==> config.mk <==
export PLATFORM = sky130hd
export DESIGN_NAME = modmult_hs
export DESIGN_NICKNAME = d
export VERILOG_FILES = /design/src/rtl/modmult_pkg.sv /design/src/rtl/mod_add.sv /design/src/rtl/modmult_hs.sv
export SDC_FILE = /design/constraint.sdc
export NUM_CORES = 1
export LEC_CHECK = 0
export ABC_CLOCK_PERIOD_IN_PS = 14640
export BUFFER_PORTS_ARGS = -buffer_cell sky130_fd_sc_hd__buf_2
export CORE_ASPECT_RATIO = 0.75
export CORE_MARGIN = 5
export CORE_UTILIZATION = 30
export DETAILED_ROUTE_END_ITERATION = 7
export SLEW_MARGIN = 20
export SYNTH_ARGS = -nofsm -noshare
export SYNTH_HDL_FRONTEND = slang
export SYNTH_SLANG_ARGS = --single-unit
==> constraint.sdc <==
create_clock -name clk -period 14.64 [get_ports clk]
set_clock_uncertainty 0.1 [all_clocks]
set_input_delay 2.928 -clock clk [delete_from_list [all_inputs] [get_ports clk]]
set_output_delay 2.928 -clock clk [all_outputs]
set_load 0.03 [all_outputs]
==> src/rtl/modmult_pkg.sv <==
// Shared types for the handshake modular multiplier.
package modmult_pkg;

    typedef enum logic [1:0] {
        StIdle = 2'd0,
        StRun  = 2'd1,
        StDone = 2'd2
    } state_e;

endpackage

==> src/rtl/mod_add.sv <==
// Combinational (a + b) mod m for a, b < m, using one add and one conditional subtract.
module mod_add #(
    parameter int unsigned Width = 32
) (
    input  logic [Width-1:0] a,
    input  logic [Width-1:0] b,
    input  logic [Width-1:0] m,
    output logic [Width-1:0] sum
);

    logic [Width:0]   raw;
    logic [Width-1:0] diff;

    assign raw  = {1'b0, a} + {1'b0, b};
    // The true result is below m, so modulo-2^Width wraparound in diff is harmless.
    assign diff = raw[Width-1:0] - m;
    assign sum  = (raw >= {1'b0, m}) ? diff : raw[Width-1:0];

endmodule

==> src/rtl/modmult_hs.sv <==
// Radix-2 interleaved modular multiplier/squarer with valid/ready handshakes and abort.
module modmult_hs
    import modmult_pkg::*;
#(
    parameter int unsigned MPWID      = 32,
    parameter int unsigned EARLY_EXIT = 1
) (
    input  logic             clk,
    input  logic             reset_n,
    input  logic             in_valid,
    output logic             in_ready,
    input  logic             mode,
    input  logic [MPWID-1:0] mpand,
    input  logic [MPWID-1:0] mplier,
    input  logic [MPWID-1:0] modulus,
    input  logic             abort,
    output logic             out_valid,
    input  logic             out_ready,
    output logic [MPWID-1:0] product,
    output logic             err
);

    localparam int unsigned CntW = $clog2(MPWID + 1);

    state_e           state_q, state_d;
    logic [MPWID-1:0] acc_q, acc_d;
    logic [MPWID-1:0] mc_q, mc_d;
    logic [MPWID-1:0] mp_q, mp_d;
    logic [MPWID-1:0] mod_q, mod_d;
    logic [CntW-1:0]  cnt_q, cnt_d;
    logic             err_q, err_d;

    logic [MPWID-1:0] acc_sum;
    logic [MPWID-1:0] mc_dbl;
    logic [MPWID-1:0] eff_mplier;
    logic [MPWID-1:0] mp_shift;
    logic             op_err;
    logic             last_iter;

    mod_add #(.Width(MPWID)) u_acc_add (
        .a   (acc_q),
        .b   (mc_q),
        .m   (mod_q),
        .sum (acc_sum)
    );

    mod_add #(.Width(MPWID)) u_dbl_add (
        .a   (mc_q),
        .b   (mc_q),
        .m   (mod_q),
        .sum (mc_dbl)
    );

    always_comb begin
        state_d = state_q;
        acc_d   = acc_q;
        mc_d    = mc_q;
        mp_d    = mp_q;
        mod_d   = mod_q;
        cnt_d   = cnt_q;
        err_d   = err_q;

        eff_mplier = mode ? mpand : mplier;
        op_err     = (modulus < MPWID'(2)) || (mpand >= modulus) ||
                     (!mode && (mplier >= modulus));
        mp_shift   = mp_q >> 1;
        last_iter  = (EARLY_EXIT != 0) ? (mp_shift == '0) : (cnt_q == CntW'(MPWID - 1));

        case (state_q)
            StIdle: begin
                if (in_valid && !abort) begin
                    mod_d = modulus;
                    mc_d  = mpand;
                    mp_d  = eff_mplier;
                    acc_d = '0;
                    cnt_d = '0;
                    err_d = op_err;
                    if (op_err) begin
                        mc_d    = '0;
                        mp_d    = '0;
                        state_d = StDone;
                    end else if ((EARLY_EXIT != 0) && (eff_mplier == '0)) begin
                        state_d = StDone;
                    end else begin
                        state_d = StRun;
                    end
                end
            end
            StRun: begin
                if (mp_q[0]) begin
                    acc_d = acc_sum;
                end
                mc_d  = mc_dbl;
                mp_d  = mp_shift;
                cnt_d = cnt_q + CntW'(1);
                if (last_iter) begin
                    state_d = StDone;
                end
            end
            StDone: begin
                if (out_ready) begin
                    state_d = StIdle;
                    err_d   = 1'b0;
                end
            end
            default: state_d = StIdle;
        endcase

        // Abort wins over accept, iteration and result handshake alike.
        if (abort) begin
            state_d = StIdle;
            err_d   = 1'b0;
        end
    end

    always_ff @(posedge clk or negedge reset_n) begin
        if (!reset_n) begin
            state_q <= StIdle;
            acc_q   <= '0;
            mc_q    <= '0;
            mp_q    <= '0;
            mod_q   <= '0;
            cnt_q   <= '0;
            err_q   <= 1'b0;
        end else begin
            state_q <= state_d;
            acc_q   <= acc_d;
            mc_q    <= mc_d;
            mp_q    <= mp_d;
            mod_q   <= mod_d;
            cnt_q   <= cnt_d;
            err_q   <= err_d;
        end
    end

    assign in_ready  = (state_q == StIdle);
    assign out_valid = (state_q == StDone);
    assign product   = out_valid ? acc_q : '0;
    assign err       = err_q;

endmodule

==> results of run 1 <==
==> worst max-delay path, delay by kind of cell <==
family / cells / cell delay [ps]
AO/OA/AOI/OAI: 6 / 1850
buffers and inverters: 3 / 360
AND/OR/NAND/NOR: 3 / 920
adder cells (fa/ha/maj): 1 / 270
==> kinds of logic (layout without fill, tap and decap cells) <==
group / after synthesis / after routing / share of synthesized area, %
AOI/OAI and AO/OA: 577 / 577 / 28.2
xor gates and xnor gates: 77 / 77 / 5.15
adders and majority gates: 163 / 163 / 15.7
buffers and inverters: 167 / 276 / 5.16
DFF: 131 / 131 / 25.0
muxes: 40 / 40 / 3.07
and+or+nand+nor: 473 / 473 / 17.7
==> per-layer routing <==
layer / wire length [um] / vias to the layer above / global-route usage, %
met5: 0 / - / 0
met4: 448 / 0 / 3.06
met2: 19900 / 476 / 28.1
met3: 4320 / 41 / 5.22
li1: - / 6209 / -
met1: 22700 / 6242 / 29.0
==> worst paths after layout <==
kind | start | to | slack, ps | cells past startpoint
worst max-delay path | mplier[0] | mp_q[0] | 8540 | 13
worst min-delay path | acc_q[11] | acc_q[11] | 410 | 2
worst max register to register | mc_q[0] | acc_q[10] | 8680 | 21
worst min register to register | acc_q[11] | acc_q[11] | 410 | 2
max in group asynchronous | reset_n | mod_q[9] | 10690 | 2
min in group asynchronous | reset_n | acc_q[29] | 2400 | 1
==> registers in the layout, indices dropped and copies added (netlist names) <==
signal   cells
mc_q        32
mp_q        32
err          1
state_q      2
acc_q       32
mod_q       32
==> where the power goes <==
group / switching [mW] / internal [mW]
combinational: 1.94 / 1.27
clock: 0.191 / 0.242
sequential: 0.158 / 0.503
total: 2.29 / 2.01
==> per-stage QoR <==
step                      hold slack (ps)  area, um2  power (mW)  setup WS (ps)
after floorplan                       366      13100        3.08           9290
after global placement                398      14300        3.76           8210
after detailed placement              398      14300        3.80           8160
after CTS                             413      14900        4.26           8630
after global routing                  440      14900        4.71           8170
final                                 408      14900        4.30           8540
==> cells in the final DEF, fill, tap and decap left out, types with 20 or more instances in the layout <==
master    synthesis  final
ha_1            160    160
xor2_1           35     35
xnor2_1          42     42
mux2i_1          39     39
o21ai_0         156    156
nand2_1         152    152
and2_1           37     37
dfrtp_1         131    131
inv_1            93     93
a211oi_1         21     20
a22oi_1          35     35
buf_2            12    135
a21o_1           69     69
nand4_1          42     42
nor2_1           99     96
a21oi_1         147    147
nand3_1          29     29
nand2b_1         20     20
==> cell type report <==
cell class	instances	area [um2]
inverters	93	349
repair buffers	151	800
well taps	578	723
fillers	4553	28400
multi-input cells	1330	9190
clock buffers	20	447
flip-flops and latches	131	3280
clock inverters	12	124
==> synth_stat cells, types with 21 or more instances <==
cell type	number	area, um2
xnor2_1	42	368
clkbuf_1	52	195
a211oi_1	21	158
nand2_1	152	571
nand3_1	29	145
o21ai_0	156	781
a21oi_1	147	736
ha_1	160	2000
inv_1	93	349
dfrtp_1	131	3280
xor2_1	35	307
a22oi_1	35	263
and2_1	37	231
a21o_1	69	518
nand4_1	42	263
nor2_1	99	372
mux2i_1	39	390
==> flow_summary.toml, run 1 <==
[status]
outcome = "finished clean"

[clocking]
cts_resized = 0
ctsHoldBuffers = 0
htree_levels = 4
clk_latency_ps = 450
clkSinkCount = 131
post_cts_buffers = 0
cts.clk_slew.worst_paths_ps = 70
cts-root-buf = "clkbuf_16"
clk_path_buf_depth = 2
cts_tree = "done"
numCtsBuffers = 17

[synth]
synth_nets = 1893
synth-seq-cells = 131
netlist_area_um2 = 13100
avgSynthCellArea_um2 = 8.05
netlist_instances = 1628
synth-edff-count = 0
ys.flop_type = "dfrtp_1"
synth_seq_area_share_pct = 25.0
async_flop_share_pct = 100
yosysWarnings = 0
ys_types = 79

[drt]
drc = 0
postRouteAntennaNets = 0
wire_per_inst_um = 20.5
avgViaCountPerCell = 5.60
vias = 13000
wirelength_um = 47400
drtIter0Drc = 1387
drtPass1Iterations = 6

[die]
std_cell_rows = 66
start_util_pct = 30.3
die_x_um = 251
core_um2 = 43300
die_h_um = 191
io_pins = 137
dieArea_um2 = 48000

[power]
power_density_nw_per_um2 = 289
ir_drop_mv = 0.207
p_leak_nw = 7.11

[layout]
final-instance-count-excl-fill = 2315
area_delta_synth_final_pct = 13.8
final_util_pct = 34.4
drive_gt1_share_pct = 12.0
final_nets = 1989
num_antenna_cells = 0

[worst_setup_path]
critPathMaxStageDelay_ps = 650
critPathSlowestCell = "a2111oi_0"
startpoint_type = "primary input"
crit_type = "primary input to flop"
cp_data_arrival_time_ps = 6340
worstPathCellList = "buf_2, inv_1, ha_1, nand2b_1, a21o_1, a21o_1, a21oi_1, o21ai_0, a2111oi_0, nor2b_1, buf_4, nand2_1, o21ai_0"
worstPathRequired_ps = 14880
crit_path_end_kind = "flop"
path_max_fanout = 32

[place]
gp_congestion = 0.980
dpl.cell_count = 2283
io_buffers = 136
post-dp-hpwl_um = 38200

[sta]
setup_tns_ps = 0
hold_viol_final = 0
slew_violations = 0
setup_viol = 0
tightest_slew_ps = 982
fmaxAchievable_ghz = 0.164
relSlewSlack_pct = 34.3
rsz0062_at_grt = "false"
period_share_pct = 41.6
min_period_ps = 6100

[hold_path]
hp-class = "flop to flop"

[global_routing]
grt-ovfl-total = 0
grt_first_pass_wirelength_um = 72600
track_usage_pct = 19.3
antenna_found_initial = 0
grt_max_degree = 69
first_global_vias = 12000

[job]
max-cap-violations = 0
(Power assumes the default switching activity.)
==> inputs of run 2 (changes only) <==
Settings changed: ABC_CLOCK_PERIOD_IN_PS 14640 to 5800.
Clock period 14.64 ns to 5.8 ns, I/O delays scaled along.
==> flow_summary.toml, run 2 (synthesis results as in run 1) <==
[worst_setup_path]
path_depth = 19
worstPathCellList = "ha_1, a21o_1, or3_1, o211ai_1, nand3_1, a311oi_1, nor2_1, nor2_1, xnor2_1, ha_1, a21o_1, a21o_1, a221oi_1, a21bo_2, a2111oi_2, a211oi_4, buf_12, mux2_2, a22o_1"
crit_path_frequent_cell = "a21o_1"
cp.buffers_inverters = 1
critPathSlowestCell = "dfrtp_1"
r2r_start = "mc_q[5]"
worstPathRequired_ps = 6030
cp_data_arrival_time_ps = 5560
crit_family = "compound AO/OA/AOI/OAI gates"
startpoint_type = "flop"
r2r-end = "acc_q[10]"
crit_type = "flop to flop"
critPathMaxStageDelay_ps = 420
r2r_slack_ps = 480
crit_path_end_kind = "flop"
path_max_fanout = 45
rr_worst_depth = 19

[status]
outcome = "finished clean"

[drt]
vias = 12900
avgViaCountPerCell = 5.56
postRouteAntennaNets = 0
wire_per_inst_um = 20.4
drtIter0Drc = 1133
drtPass1Iterations = 5
drc = 0
wirelength_um = 47300

[hold_path]
min_from = "acc_q[0]"
hp-class = "flop to flop"
hold_end = "acc_q[0]"
holdPathStages = 2

[global_routing]
track_usage_pct = 19.1
grt_first_pass_wirelength_um = 71700
grt-ovfl-total = 0
first_global_vias = 11900
antenna_found_initial = 3
grt_max_degree = 83

[clocking]
htree_levels = 4
clkSinkCount = 131
post_cts_buffers = 0
clk_latency_ps = 440
cts-root-buf = "clkbuf_16"
cts_tree = "done"
numCtsBuffers = 17
clk_path_buf_depth = 2
cts.clk_slew.worst_paths_ps = 60

[sta]
slew_violations = 0
period_share_pct = 91.8
fmaxAchievable_ghz = 0.188
setup_viol = 0
hold_viol_final = 0
tightest_slew_ps = 1150
min_period_ps = 5320
relSlewSlack_pct = 23.0
setup_tns_ps = 0
rsz0062_at_grt = "false"

[die]
core_um2 = 43300
dieArea_um2 = 48000
std_cell_rows = 66
die_x_um = 251
die_h_um = 191
start_util_pct = 30.3
io_pins = 137

[layout]
num_antenna_cells = 0
final_util_pct = 34.6
drive_gt1_share_pct = 12.1
final_nets = 1993
area_delta_synth_final_pct = 14.2
fin_area_um2 = 15000
multi_input_area_um2 = 9180
fillCellCount = 4595
final_cell_mix = "160 x ha_1, 155 x o21ai_0, 152 x nand2_1"
final_common_cell = "ha_1"
seq_area_um2 = 3280

[job]
max-cap-violations = 0

[power]
power_density_nw_per_um2 = 731
p_leak_nw = 7.13
ir_drop_mv = 0.393
power.total_mw = 10.9

[place]
gp_congestion = 0.944
post-dp-hpwl_um = 38000
io_buffers = 136
dpl_cell_area_um2 = 14400
run 2: area by class of cell:
class | count | share of cell area, %
sequential | 131 | 21.9
tap | 578 | 4.83
inverter | 93 | 2.33
multi-input combinational | 1330 | 61.4
clock inverter | 8 | 0.677
timing repair buffer | 155 | 5.63
clock buffer | 22 | 3.24
run 2: worst min-delay path, cell delays in order (launching register included):
cell and delay, ps:
dfrtp_1 370, nand2_1 50, o21ai_0 60
run 2: stage by stage:
| stage | hold WS, ps | std cells | setup WS [ps] |
|---|---|---|---|
| 2_1_floorplan | 366 | 1628 | 1190 |
| 3_3_place_gp | 397 | 2287 | 540 |
| 3_5_place_dp | 403 | 2287 | 476 |
| 4_1_cts | 417 | 2317 | 450 |
| 5_1_grt | 459 | 2317 | 133 |
| 6_report | 417 | 2317 | 476 |
run 2: worst max-delay path by stage:
stage / startpoint / endpoint / slack, ps
global placement: mc_q[0] / acc_q[10] / 540
detailed placement: mc_q[0] / acc_q[10] / 480
floorplan: mc_q[5] / acc_q[10] / 1190
CTS: mc_q[0] / acc_q[10] / 450
finish: mc_q[5] / acc_q[10] / 480
global route: mc_q[0] / acc_q[10] / 130
run 2: routing by layer:
layer  share of wire (%)  GRT usage (%)  up-vias
li1                    -              -     6225
met1                  48           28.4     6167
met2                  42           28.1      445
met3                 8.5           5.28       47
met4                 1.1           3.21        4
met5               0.057              0        -
run 2: repair_timing:
action	CTS	global route
setup endpoints to repair	0	1
hold buffers	0	0
gates resized for setup	0	1
run 2: where the power goes:
part | switching [mW] | total [mW] | internal [mW]
registers | 0.398 | 1.67 | 1.27
logic | 4.88 | 8.15 | 3.27
clock network | 0.448 | 1.12 | 0.673
==> inputs of run 3 (changes only) <==
Settings changed: CORE_ASPECT_RATIO 0.75 to not set.
==> flow_summary.toml, run 3 (synthesis results as in run 1) <==
[sta]
period_share_pct = 92.1
tightest_slew_ps = 1170
min_period_ps = 5340
hold_viol_final = 0
fmaxAchievable_ghz = 0.187
rsz0062_at_grt = "false"
setup_viol = 0
whs_ps = 411
slew_violations = 0
relSlewSlack_pct = 21.2
setup_tns_ps = 0
setup_ws_ps = 456

[die]
io_pins = 137
start_util_pct = 30.3
dieArea_um2 = 47900
std_cell_rows = 76
die_x_um = 219
core_um2 = 43200
die_h_um = 219

[drt]
drtIter0Drc = 1275
avgViaCountPerCell = 5.61
vias = 13000
drc = 0
drtPass1Iterations = 5
wirelength_um = 46600
wire_per_inst_um = 20.1
postRouteAntennaNets = 0

[worst_setup_path]
crit_type = "flop to flop"
startpoint_type = "flop"
path_max_fanout = 45
crit_path_end_kind = "flop"
cp_data_arrival_time_ps = 5570
worstPathRequired_ps = 6030

[layout]
fin_area_um2 = 15000
num_antenna_cells = 0
area_delta_synth_final_pct = 14.1
final_common_cell = "ha_1"
final_cell_mix = "160 x ha_1, 156 x o21ai_0, 152 x nand2_1"
final_nets = 1989
drive_gt1_share_pct = 12.0

[place]
gp_congestion = 0.938
post-dp-hpwl_um = 37000
dp_slack_ps = 531
io_buffers = 136
dpl_cell_area_um2 = 14300

[clocking]
post_cts_buffers = 0
cts_tree = "done"
cts_resized = 0
cts.clk_slew.worst_paths_ps = 60
numCtsBuffers = 17
htree_levels = 4
cts-root-buf = "clkbuf_16"
ctsHoldBuffers = 0
clk_latency_ps = 440
clkSinkCount = 131
clk_path_buf_depth = 2

[power]
p_leak_nw = 7.12
p_int_mw = 5.18
pwr-share-comb_pct = 74.6
p_clk_share_pct = 10.1
power_frac_seq_pct = 15.3
p_sw_mw = 5.70
ir_drop_mv = 0.383
switching_share_pct = 52.4
power_density_nw_per_um2 = 728

[global_routing]
grt-ovfl-total = 0
track_usage_pct = 19.0
first_global_vias = 12500
grt_first_pass_wirelength_um = 72200
grt_max_degree = 86
antenna_found_initial = 0

[status]
outcome = "finished clean"

[hold_path]
hp-class = "flop to flop"

[job]
max-cap-violations = 0
## run 3: stage by stage
| step | power (mW) | cells | util (%) |
|---|---|---|---|
| after floorplan | 7.77 | 1628 | - |
| after global placement | 9.48 | 2289 | 33.2 |
| after detailed placement | 9.59 | 2289 | 33.2 |
| after CTS | 10.8 | 2321 | 34.6 |
| after global routing | 11.9 | 2322 | 34.6 |
| final | 10.9 | 2322 | 34.6 |
## run 3: path summary, 6_finish.rpt
kind	startpoint	to	slack [ps]	cells after the start
hold / removal	acc_q[0]	acc_q[0]	410	2
setup reg to reg	mc_q[0]	acc_q[10]	460	21
max in group asynchronous	reset_n	mc_q[0]	3680	2
min in group asynchronous	reset_n	mod_q[28]	690	1
hold reg to reg	acc_q[0]	acc_q[0]	410	2
setup / recovery	mc_q[0]	acc_q[10]	460	21
## run 3: cell type report
cell class | instances | area [um2]
inverter | 93 | 349
timing repair buffer | 151 | 832
clock buffer | 20 | 447
clock inverter | 12 | 133
multi-input combinational | 1330 | 9180
sequential | 131 | 3280
tap | 585 | 732
fill | 4575 | 28200
## run 3: power by group through the flow
stage	logic, mW	clock network (mW)	registers, mW
6_report	8.11	1.10	1.67
3_3_place_gp	7.81	0	1.67
4_1_cts	7.98	1.12	1.67
2_1_floorplan	6.26	0	1.50
3_5_place_dp	7.92	0	1.67
5_1_grt	9.01	1.14	1.71
## run 3: routing by layer
layer,vias up,global-route usage (%),share of wire (%)
met3,64,3.12,6.0
met1,6298,25.6,45
met5,-,0,0
met4,0,4.81,2.2
li1,6218,-,-
met2,446,31.9,47
## run 3: critical path, cell delays in order, from the launching register on
cell      delay, ps
dfrtp_1         390
ha_1            220
inv_1            60
fa_1            390
nand2b_1        180
a21oi_1         250
o211ai_1        220
nand4_1         240
nand2_1         110
o21ai_0         400
a21oi_1         150
xnor2_1         230
ha_1            360
a21o_1          210
a21o_1          160
a21oi_1         160
a21oi_1          80
a211o_1         270
a211oi_4        230
buf_12          260
mux2_2          360
a22o_1          180
